File: config.mk
export PLATFORM = sky130hd
export DESIGN_NAME = user_instr_dcd
export DESIGN_NICKNAME = d
export VERILOG_FILES = /design/src/rtl/dcfeb_jtag_pkg.sv /design/src/rtl/onehot_dcd.sv /design/src/rtl/user_instr_dcd.sv
export SDC_FILE = /design/constraint.sdc
export NUM_CORES = 1
export LEC_CHECK = 0
export BUFFER_PORTS_ARGS = -buffer_cell sky130_fd_sc_hd__buf_2
export CORE_MARGIN = 2
export CORE_UTILIZATION = 52
export CTS_CLUSTER_SIZE = 16
export DETAILED_ROUTE_END_ITERATION = 8
export PLACE_DENSITY = 0.8
export SLEW_MARGIN = 20
export SYNTH_ARGS = -nofsm -noshare
export SYNTH_HDL_FRONTEND = slang
export SYNTH_SLANG_ARGS = --single-unit
File: constraint.sdc
create_clock -name DRCK -period 4.1 [get_ports DRCK]
set_input_delay 0.615 -clock DRCK [delete_from_list [all_inputs] [get_ports DRCK]]
set_output_delay 0.615 -clock DRCK [all_outputs]
set_load 0.02 [all_outputs]
File: src/rtl/dcfeb_jtag_pkg.sv
// -----------------------------------------------------------------------------
// dcfeb_jtag_pkg
// Shared JTAG user-chain definitions for the DCFEB slow-control path.
// Holds the default instruction-register length, the reset/TLR instruction
// and the named function codes. The USER1 decoder (user_instr_dcd) and the
// USER2 user_cap_reg instantiation sites both refer to these codes, so a
// function strobe F[FN_x] always lines up with the data register it selects.
// -----------------------------------------------------------------------------
package dcfeb_jtag_pkg;

  // Default USER1 instruction length in bits.
  localparam int IR_WIDTH_DEF = 8;

  // Named function codes carried in the USER1 instruction register.
  typedef enum logic [7:0] {
    FN_NOP        = 8'h00,  // no operation; selected after reset / TLR
    FN_RD_ID      = 8'h01,  // read board identification word
    FN_WR_CFG     = 8'h02,  // write configuration register
    FN_RD_CFG     = 8'h03,  // read back configuration register
    FN_RD_STATUS  = 8'h04,  // read status word
    FN_CAP_ADC    = 8'h10,  // capture ADC snapshot
    FN_RD_ADC     = 8'h11,  // read ADC snapshot
    FN_WR_DAC     = 8'h20,  // load calibration DAC
    FN_BYPASS     = 8'hFF   // reserved / bypass
  } dcfeb_fn_e;

  // Instruction loaded on reset and on Test-Logic-Reset.
  localparam logic [7:0] DEFAULT_INSTR_DEF = FN_NOP;

endpackage : dcfeb_jtag_pkg

File: src/rtl/onehot_dcd.sv
// -----------------------------------------------------------------------------
// onehot_dcd
// Purely combinational binary-to-one-hot decoder.
// Ports:
//   bin     in   WIDTH       binary code
//   onehot  out  2**WIDTH    onehot[bin] = 1, all other bits 0
// -----------------------------------------------------------------------------
module onehot_dcd #(
  parameter int WIDTH = 8
) (
  input  logic [WIDTH-1:0]      bin,
  output logic [2**WIDTH-1:0]   onehot
);

  // Decode: clear every strobe, then raise the one addressed by bin.
  always_comb begin
    onehot      = {(2**WIDTH){1'b0}};
    onehot[bin] = 1'b1;
  end

endmodule : onehot_dcd

File: src/rtl/user_instr_dcd.sv
// -----------------------------------------------------------------------------
// user_instr_dcd
// JTAG user-instruction register and function decoder on the USER1 BSCAN
// chain. A function code is shifted in LSB first and is only accepted on
// Update-DR when exactly IR_WIDTH bits were shifted since the last
// Capture/Update/TLR/RST; otherwise the instruction holds and LEN_ERR flags
// the rejected update. Capture-DR reloads the current instruction into the
// shift register so software can read it back on TDO.
// F carries a one-hot strobe per function code, registered from IR.
//
// Ports:
//   DRCK     in   1             JTAG data clock (sole clock)
//   RST      in   1             synchronous active-high reset
//   SEL      in   1             USER1 selected
//   TDI      in   1             serial data in
//   SHIFT    in   1             TAP in Shift-DR
//   CAPTURE  in   1             TAP in Capture-DR
//   UPDATE   in   1             TAP in Update-DR (level sampled on DRCK)
//   TLR      in   1             TAP in Test-Logic-Reset; forces DEFAULT_INSTR
//   TDO      out  1             serial data out, SEL & sr[0]
//   IR       out  IR_WIDTH      latched instruction
//   F        out  2**IR_WIDTH   one-hot function strobes, F[IR] = 1
//   LEN_ERR  out  1             last UPDATE rejected on bit-count mismatch
// -----------------------------------------------------------------------------
module user_instr_dcd
  import dcfeb_jtag_pkg::*;
#(
  parameter int                 IR_WIDTH      = IR_WIDTH_DEF,
  parameter logic [IR_WIDTH-1:0] DEFAULT_INSTR = IR_WIDTH'(DEFAULT_INSTR_DEF)
) (
  input  logic                    DRCK,
  input  logic                    RST,
  input  logic                    SEL,
  input  logic                    TDI,
  input  logic                    SHIFT,
  input  logic                    CAPTURE,
  input  logic                    UPDATE,
  input  logic                    TLR,
  output logic                    TDO,
  output logic [IR_WIDTH-1:0]     IR,
  output logic [2**IR_WIDTH-1:0]  F,
  output logic                    LEN_ERR
);

  // Counter must hold IR_WIDTH+1 so an overshift stays distinguishable
  // from an exact-length shift.
  localparam int              CW       = $clog2(IR_WIDTH + 2);
  localparam logic [CW-1:0]   CNT_ZERO = CW'(0);
  localparam logic [CW-1:0]   CNT_FULL = CW'(IR_WIDTH);
  localparam logic [CW-1:0]   CNT_SAT  = CW'(IR_WIDTH + 1);

  logic [IR_WIDTH-1:0]     sr_r,      sr_nxt_s;
  logic [IR_WIDTH-1:0]     ir_r,      ir_nxt_s;
  logic [CW-1:0]           cnt_r,     cnt_nxt_s;
  logic                    len_err_r, len_err_nxt_s;
  logic [2**IR_WIDTH-1:0]  f_r;
  logic [2**IR_WIDTH-1:0]  dcd_s;

  // Saturating bit counter increment: once past IR_WIDTH it sticks at
  // IR_WIDTH+1 so any overshift is rejected at the next update.
  function automatic logic [CW-1:0] cnt_inc(input logic [CW-1:0] c);
    logic [CW-1:0] r;
    if (c >= CNT_SAT) begin
      r = CNT_SAT;
    end else begin
      r = c + CW'(1);
    end
    return r;
  endfunction

  onehot_dcd #(
    .WIDTH (IR_WIDTH)
  ) u_onehot_dcd (
    .bin    (ir_r),
    .onehot (dcd_s)
  );

  // Next-state selection; TLR outranks all TAP states and ignores SEL.
  always_comb begin
    sr_nxt_s      = sr_r;
    ir_nxt_s      = ir_r;
    cnt_nxt_s     = cnt_r;
    len_err_nxt_s = len_err_r;
    if (TLR) begin
      // Partial shift is discarded by zeroing the count; sr is left alone.
      ir_nxt_s      = DEFAULT_INSTR;
      cnt_nxt_s     = CNT_ZERO;
      len_err_nxt_s = 1'b0;
    end else if (SEL && UPDATE) begin
      if (cnt_r == CNT_FULL) begin
        ir_nxt_s      = sr_r;
        len_err_nxt_s = 1'b0;
      end else begin
        len_err_nxt_s = 1'b1;
      end
      cnt_nxt_s = CNT_ZERO;
    end else if (SEL && CAPTURE) begin
      sr_nxt_s  = ir_r;
      cnt_nxt_s = CNT_ZERO;
    end else if (SEL && SHIFT) begin
      sr_nxt_s  = {TDI, sr_r[IR_WIDTH-1:1]};
      cnt_nxt_s = cnt_inc(cnt_r);
    end else begin
      // Deselected or idle TAP state: hold everything.
      sr_nxt_s = sr_r;
    end
  end

  // Instruction-path state registers with synchronous reset.
  always_ff @(posedge DRCK) begin
    if (RST) begin
      sr_r      <= {IR_WIDTH{1'b0}};
      cnt_r     <= CNT_ZERO;
      ir_r      <= DEFAULT_INSTR;
      len_err_r <= 1'b0;
    end else begin
      sr_r      <= sr_nxt_s;
      cnt_r     <= cnt_nxt_s;
      ir_r      <= ir_nxt_s;
      len_err_r <= len_err_nxt_s;
    end
  end

  // Function strobes follow IR one DRCK later; no reset needed because the
  // decoder output is one-hot by construction once IR is defined.
  always_ff @(posedge DRCK) begin
    f_r <= dcd_s;
  end

  assign TDO     = SEL & sr_r[0];
  assign IR      = ir_r;
  assign F       = f_r;
  assign LEN_ERR = len_err_r;

endmodule : user_instr_dcd
* Word level (Yosys, flattened, before mapping)
Index checks and enable logic that the tools add are counted.
** Storage, ports and cells
- Register bits after elaboration :: 277
- Input bits :: 8
** Operators by class
- Muxes and demuxes :: 6
- Add/subtract/negate cells :: 1
- Reductions and logical operators :: 9
- Order comparisons :: 3
- Bitwise operators :: 3
- Eq/ne operators :: 1
** Operator list (number)
- 8-bit 2-to-1 mux :: 2
- 8-bit by 9-bit < comparator with 1-bit output (second input constant) :: 1
- 1-bit demux with 8-bit select :: 1
- 8-bit by 1-bit greater-or-equal comparator with 1-bit output (second input constant) :: 1
- 4-bit by 1-bit adder with 4-bit output (second input constant) :: 1
- 4-bit == test (second input constant) :: 1
- 4-bit greater-or-equal comparator (second input constant) :: 1
- 1-bit logical AND :: 4
- 4-bit 2-to-1 mux :: 1
- 4-bit OR reduction :: 1
- 3-bit AND reduction :: 1
- 1-bit 2-to-1 mux :: 2
- 1-bit NOT :: 2
- 2-bit AND reduction :: 1
- 2-bit nonzero test :: 1
- 2-bit OR reduction :: 1
- 1-bit AND :: 1

* Logic depth before layout (Yosys ltp)
Gate-level depths: netlist of the first run.
- Word-level depth :: 4
- Mapped depth :: 6

* Hierarchy
A second synthesis of the first run with hierarchy kept.
** Second synthesis, totals
- Cell total of the unflattened synthesis :: 728
- Area, all modules :: 7928.9 sq um
** By module, submodules not included
- user_instr_dcd :: times used 1, area an instance 6256.0 sq um, cells an instance 378
- onehot_dcd :: times used 1, area an instance 1672.9 sq um, cells an instance 350

* Least setup slack after synthesis of the first run
No wires, ideal clock.
- Kind :: input port to output port
- Start point :: input port SEL
- End point :: output port TDO
- Data arrival time :: 1198 ps
- Cell stages on the path :: 3
- Slack :: 2287 ps
- Data required time :: 3485 ps
- Path buffers :: 2
- Cell sequence :: buf_2 buf_2 and2_1
** On the way
- Word-level cells in the longest chain between the ends :: 1
** Ends and longest elaborated chain
- from (decl) :: RTL line user_instr_dcd.sv:33 : input logic SEL,
- 1-bit AND :: RTL line user_instr_dcd.sv:130 : assign TDO = SEL & sr_r[0];
- to (decl) :: RTL line user_instr_dcd.sv:39 : output logic TDO,
Every way passes these cells.

* Worst setup path in the final report of the first run
- Start point :: register ir_r[2], in the netlist IR[2]
- End point :: output port IR[2]
** RTL lines
- from (decl) :: RTL line user_instr_dcd.sv:53 : logic [IR_WIDTH-1:0] ir_r, ir_nxt_s;
- from (signal assigned) :: RTL line user_instr_dcd.sv:119 : ir_r <= ir_nxt_s;
- to (decl) :: RTL line user_instr_dcd.sv:40 : output logic [IR_WIDTH-1:0] IR,
No word-level cell between the ends.

==> results of run 1 <==
stage by stage:
stage | area, µm² | hold slack [ns] | std cells | utilization, % | total power (W)
after detailed placement | 9111 | 0.4790 | 1126 | 62.45 | 0.002796
after floorplan | 7806 | 0.4518 | 718 | - | 0.002787
after global placement | 9111 | 0.4776 | 1126 | 62.45 | 0.002794
final | 9996 | 0.4016 | 1173 | 68.52 | 0.005146
after global routing | 9996 | 0.3996 | 1173 | 68.52 | 0.005291
after CTS | 9996 | 0.3862 | 1173 | 68.52 | 0.005162
sequential cells by signal, summed over array words and instances, names as in the netlist:
| name | cells |
|---|---|
| F | 256 |
| IR | 8 |
| LEN_ERR | 1 |
| cnt_r | 4 |
| sr_r | 8 |
routing by layer:
layer | share of wire, % | up-vias | wire (µm) | track usage, %
met5 | 0 | - | 0 | 0
met4 | 2.1 | 0 | 450 | 6.529
met3 | 7.4 | 34 | 1625 | 5.272
met2 | 50 | 280 | 10810 | 45.64
met1 | 41 | 2804 | 8944 | 32.94
li1 | - | 2747 | - | -
final cells by class:
class | count | area [µm²] | area share (%)
timing repair buffer | 273 | 1366 | 13.67
clock buffer | 37 | 762.0 | 7.623
tap | 184 | 230.2 | 2.303
sequential | 277 | 5545 | 55.48
clock inverter | 10 | 122.6 | 1.227
inverter | 4 | 15.01 | 0.1502
multi-input combinational | 388 | 1954 | 19.55
cells in the mapped netlist, drive strengths merged (3+ instances only):
cell	count	area, µm²
a21oi	21	105.1
a311oi	8	120.1
and2b	8	71.32
buf	45	276.5
clkbuf	4	15.01
dfxtp	277	5545
ha	4	50.05
inv	4	15.01
nand2	29	148.9
nand3	29	245.2
nor2	262	1008
nor3b	4	46.29
o2111ai	3	26.28
o21ai	9	45.04
worst max-delay path by stage:
stage | endpoint | slack (ns) | cells after the start
floorplan | TDO | 2.29 | 3
CTS | IR[3] | 2.04 | 1
global placement | sr_r[2]$_SDFFE_PP0P_ | 2.28 | 4
global route | IR[2] | 1.99 | 1
finish | IR[2] | 2.04 | 1
detailed placement | sr_r[0]$_SDFFE_PP0P_ | 2.24 | 4
cell families after synthesis:
group / synth area share [%]
AND/OR/NAND/NOR: 20.40
flip-flops: 71.04
buffers and inverters: 3.927
AO/OA/AOI/OAI: 3.991
adder cells (fa/ha/maj): 0.6412
worst min-delay path, stage by stage:
cell and delay [ns]:
buf_2 0.09, nand2_1 0.06, a311oi_2 0.09
power groups by stage:
stage / combinational [W] / clock [W] / sequential, W
2_1_floorplan: 0.0000292 / 0 / 0.00276
3_3_place_gp: 0.0000355 / 0 / 0.00276
3_5_place_dp: 0.0000370 / 0 / 0.00276
4_1_cts: 0.0000370 / 0.00243 / 0.00270
5_1_grt: 0.0000409 / 0.00255 / 0.00270
6_report: 0.0000371 / 0.00241 / 0.00270
==> run_results.csv, run 1 <==
group,metric,value,unit
die,die_w,126.5,µm
min_path,holdPathEnd,"sr_r[7]$_SDFFE_PP0P_",
placed_design,gp_congestion,0.9164,
power_and_ir_drop,netSwitchingFraction,19.64,%
die,ioPinCount,274,
final_layout,area_delta_synth_final,28.05,%
power_and_ir_drop,cellPowerDensity,514.8,mW/mm²
die,rows,44,
clocking,cts_tree,"done",
worst_setup_path,arrival,1.45,ns
die,start_util,53.51,%
worst_setup_path,cp_cell_sequence,"buf_2",
die,die_y,126.5,µm
power_and_ir_drop,pwr-share-seq,52.4,%
synthesis,ys_warn_count,0,
power_and_ir_drop,p_leak,4.600,nW
drt,vias_per_cell,5.000,
worst_setup_path,critPathBufInv,1,
clocking,cts.sinks,277,
synthesis,ys.flop_type,"dfxtp_1",
die,dieArea,0.01601,mm²
clocking,cts_root_buf,"clkbuf_16",
timing,setup_viol,0,
synthesis,synth_edf_count,0,
grt,grt_pass1_wl,32.20,mm
synthesis,syn_inst,718,
worst_setup_path,r2r-end,"F[207]$_DFF_P_",
worst_setup_path,worstPathRequired,3.48,ns
worst_setup_path,regToRegStartpoint,"IR[2]$_SDFFE_PP0P_",
worst_setup_path,cp_slowest_stage_delay,0.66,ns
timing,final.setup.tns,0,ns
clocking,cts_resized,0,
worst_setup_path,cp_top_family,"flip-flops",
power_and_ir_drop,p_clk_share,46.8,%
timing,rsz0062_at_grt,"false",
synthesis,synthArstFlopShare,0,%
synthesis,ys_types,34,
timing,setup_ws,2.038,ns
synthesis,syn_area_per_cell,10.87,µm²
timing,slew_headroom,44.19,%
drt,drtIter0Drc,348,
timing,max_clock_freq,484.9,MHz
clocking,postCtsSetupRepairBufs,0,
timing,fin_crit_sh,50.30,%
worst_setup_path,endpoint_kind,"primary output",
final_layout,layout_commonest_cell,"dfxtp_1",
min_path,hold_path_class,"in2reg",
run_status,status,"finished clean",
worst_setup_path,cp_max_fo,10,
timing,fin_crit,2.062,ns
worst_setup_path,critPathKind,"reg2out",
grt,grt_max_degree,21,
drt,firstDrtPassIters,5,
placed_design,numPortBuffers,273,
clocking,cts_buffer_depth,3,
final_layout,mostFrequentLayoutCells,"277 x dfxtp_1, 273 x buf_2, 258 x nor2_1, 26 x clkbuf_16, 21 x a21oi_1",
timing,hold_violations,0,
final_layout,fin_nets,982,
grt,antenna_found_initial,0,
drt,vias,5865,
worst_setup_path,cp_slowest_cell,"dfxtp_1",
timing,slew_viol_final,0,
final_layout,n_fill_cell,1036,
clocking,clkLatencyLatePin,0.52,ns
grt,grt_usage,26.01,%
worst_setup_path,start_kind,"flip-flop",
clocking,clkTransAtPathRegs,0.06,ns
power_and_ir_drop,ir_drop,0.0004281,V
drt,wl_per_cell,18.61,µm
synthesis,syn-cell-area,0.007806,mm²
grt,overflow,0,
clocking,cts-htree-levels,1,
synthesis,ys_ff_latch,277,
synthesis,syn_nets,730,
min_path,hp-start,"TDI",
min_path,hold_path_depth,3,
synthesis,ys_seq_area_share,71.04,%
worst_setup_path,r2r_slack,2.36,ns
worst_setup_path,rr_worst_depth,2,
grt,grt_pass1_vias,5626,
worst_setup_path,crit_start,"IR[2]$_SDFFE_PP0P_",
placed_design,hpwl,14.40,mm
power_and_ir_drop,netSwitchingPower,0.001011,W
power_and_ir_drop,power.internal,0.004136,W
clocking,cts_hold_buf,0,
drt,wl,21.83,mm
die,coreArea,0.01459,mm²
placed_design,place_ws,2.236,ns
timing,worst_pin_slew,0.8352,ns
timing,fin_skew,0.01206,ns
clocking,numCtsBuffers,26,
final_layout,n_antenna_cell,0,
power_and_ir_drop,power.share.combinational,0.7,%
final_layout,drive_gt1_share,37.11,%
drt,antenna_left,0,
run,max_cap_viol_count,0,
drt,drc,0,
Note: power is estimated with default switching activity, not from simulation.
==> run 2: changes to the inputs <==
- CORE_UTILIZATION: 52 -> 49
- PLACE_DENSITY: 0.8 -> 0.76
- clock period: 4.1 -> 2 ns (I/O delays scaled with it)
==> run_results.csv, run 2 (same netlist as run 1, synthesis figures left out) <==
group,metric,value,unit
timing,fin_skew,0.02435,ns
worst_setup_path,endpoint_kind,"primary output",
die,rows,46,
worst_setup_path,critPathBufInv,1,
worst_setup_path,start_kind,"flip-flop",
drt,met3_length,1.579,mm
worst_setup_path,r2r-end,"F[229]$_DFF_P_",
timing,fin_crit_sh,84.87,%
worst_setup_path,cp_slowest_stage_delay,0.62,ns
grt,grt_pass1_wl,31.31,mm
drt,drtIter0Drc,353,
power_and_ir_drop,cellPowerDensity,1030,mW/mm²
timing,slew_headroom,62.50,%
timing,fin_crit,1.697,ns
drt,wl_per_cell,17.95,µm
clocking,cts_tree,"done",
drt,wl,21.81,mm
drt,wl_met2,10.68,mm
drt,firstDrtPassIters,4,
run,max_cap_viol_count,0,
grt,grt_max_degree,21,
worst_setup_path,cp_slowest_cell,"dfxtp_1",
drt,highest_layer,"met4",
worst_setup_path,cp_max_fo,10,
drt,wl_met1,8.970,mm
grt,grt_usage,24.42,%
grt,antenna_found_initial,0,
timing,hold_violations,0,
run_status,status,"finished clean",
drt,antenna_left,0,
worst_setup_path,regToRegStartpoint,"IR[1]$_SDFFE_PP0P_",
final_layout,mostFrequentLayoutCells,"277 x dfxtp_1, 273 x buf_2, 258 x nor2_1, 26 x clkbuf_16, 21 x a21oi_1",
worst_setup_path,crit_start,"IR[5]$_SDFFE_PP0P_",
drt,drc,0,
timing,max_clock_freq,589.1,MHz
worst_setup_path,crit_end,"IR[5]",
placed_design,hpwl,14.42,mm
final_layout,multi_input_area,0.001954,mm²
final_layout,drive_gt1_share,37.54,%
drt,vias_per_cell,4.877,
timing,rsz0062_at_grt,"false",
clocking,cts_resized,0,
clocking,cts-htree-levels,1,
timing,setup_ws,0.3026,ns
die,die_w,130.2,µm
timing,setup_viol,0,
worst_setup_path,cp_cell_sequence,"buf_2",
placed_design,gp_congestion,0.8476,
worst_setup_path,arrival,1.40,ns
final_layout,layout_commonest_cell,"dfxtp_1",
die,ioPinCount,274,
clocking,cts_buffer_depth,3,
clocking,cts_root_buf,"clkbuf_16",
clocking,numCtsBuffers,26,
die,start_util,49.68,%
placed_design,placed_area,0.009226,mm²
final_layout,utilization,64.13,%
worst_setup_path,critPathKind,"reg2out",
die,die_y,130.2,µm
clocking,cts_hold_buf,0,
final_layout,post-route-cell-area,0.01008,mm²
final_layout,regArea,0.005545,mm²
final_layout,n_antenna_cell,0,
drt,vias,5925,
clocking,clkLatencyLatePin,0.53,ns
timing,timing.hold.ws,0.1010,ns
min_path,hold_path_depth,3,
final_layout,area_delta_synth_final,29.07,%
power_and_ir_drop,ir_drop,0.0007127,V
clocking,cts.sinks,277,
final_layout,n_fill_cell,1255,
power_and_ir_drop,p_leak,4.631,nW
timing,worst_pin_slew,0.5619,ns
worst_setup_path,rr_worst_depth,3,
grt,overflow,0,
timing,final.setup.tns,0,ns
min_path,hold_path_class,"in2reg",
die,dieArea,0.01696,mm²
worst_setup_path,r2r_slack,0.46,ns
worst_setup_path,worstPathRequired,1.70,ns
die,coreArea,0.01571,mm²
clocking,postCtsSetupRepairBufs,0,
clocking,clkTransAtPathRegs,0.06,ns
worst_setup_path,path_depth,1,
final_layout,fin_nets,992,
grt,grt_pass1_vias,5497,
placed_design,place_ws,0.4402,ns
timing,slew_viol_final,0,
placed_design,numPortBuffers,273,
final_layout,largest_reg_flops,256,
worst_setup_path,cp_top_family,"flip-flops",
==> run 2: cell count changes in the layout (fill, tap and decap cells not counted), sizes merged <==
cell,before,now
bufinv,2,1
inv,6,4
clkinv,6,7
clkbuf,37,39
buf,273,283
==> run 2: metal layers <==
layer	up-vias	global-route usage [%]
li1	2774	-
met1	2814	30.93
met2	292	41.55
met3	45	5.043
met4	0	8.729
met5	-	0
==> run 2: where the power goes <==
part,leakage [nW],internal [W],switching (W)
sequential,2.23,0.00552,0.00000736
clock,0.423,0.00279,0.00198
combinational,1.98,0.0000282,0.0000509
total,4.63,0.00834,0.00204
==> run 2: cell type report <==
| type | instances | area share, % |
|---|---|---|
| Sequential cell | 277 | 55.04 |
| Multi-Input combinational cell | 388 | 19.40 |
| Timing Repair Buffer | 283 | 14.31 |
| Clock buffer | 39 | 7.637 |
| Tap cell | 216 | 2.682 |
| Clock inverter | 8 | 0.7947 |
| Inverter | 4 | 0.1490 |
==> run 2: worst min-delay path by stage <==
stage                                 to                 start
detailed placement    IR[2]$_SDFFE_PP0P_  sr_r[2]$_SDFFE_PP0P_
floorplan             IR[0]$_SDFFE_PP0P_  sr_r[0]$_SDFFE_PP0P_
CTS                 sr_r[7]$_SDFFE_PP0P_                   TDI
global route        sr_r[7]$_SDFFE_PP0P_                   TDI
finish              sr_r[7]$_SDFFE_PP0P_                   TDI
global placement      IR[1]$_SDFFE_PP0P_  sr_r[1]$_SDFFE_PP0P_
==> run 2: metrics by stage <==
stage	instances	power (W)
after floorplan	718	0.005713
after global placement	1168	0.005732
after detailed placement	1168	0.005734
after CTS	1215	0.01043
after global routing	1215	0.01065
final	1215	0.01038
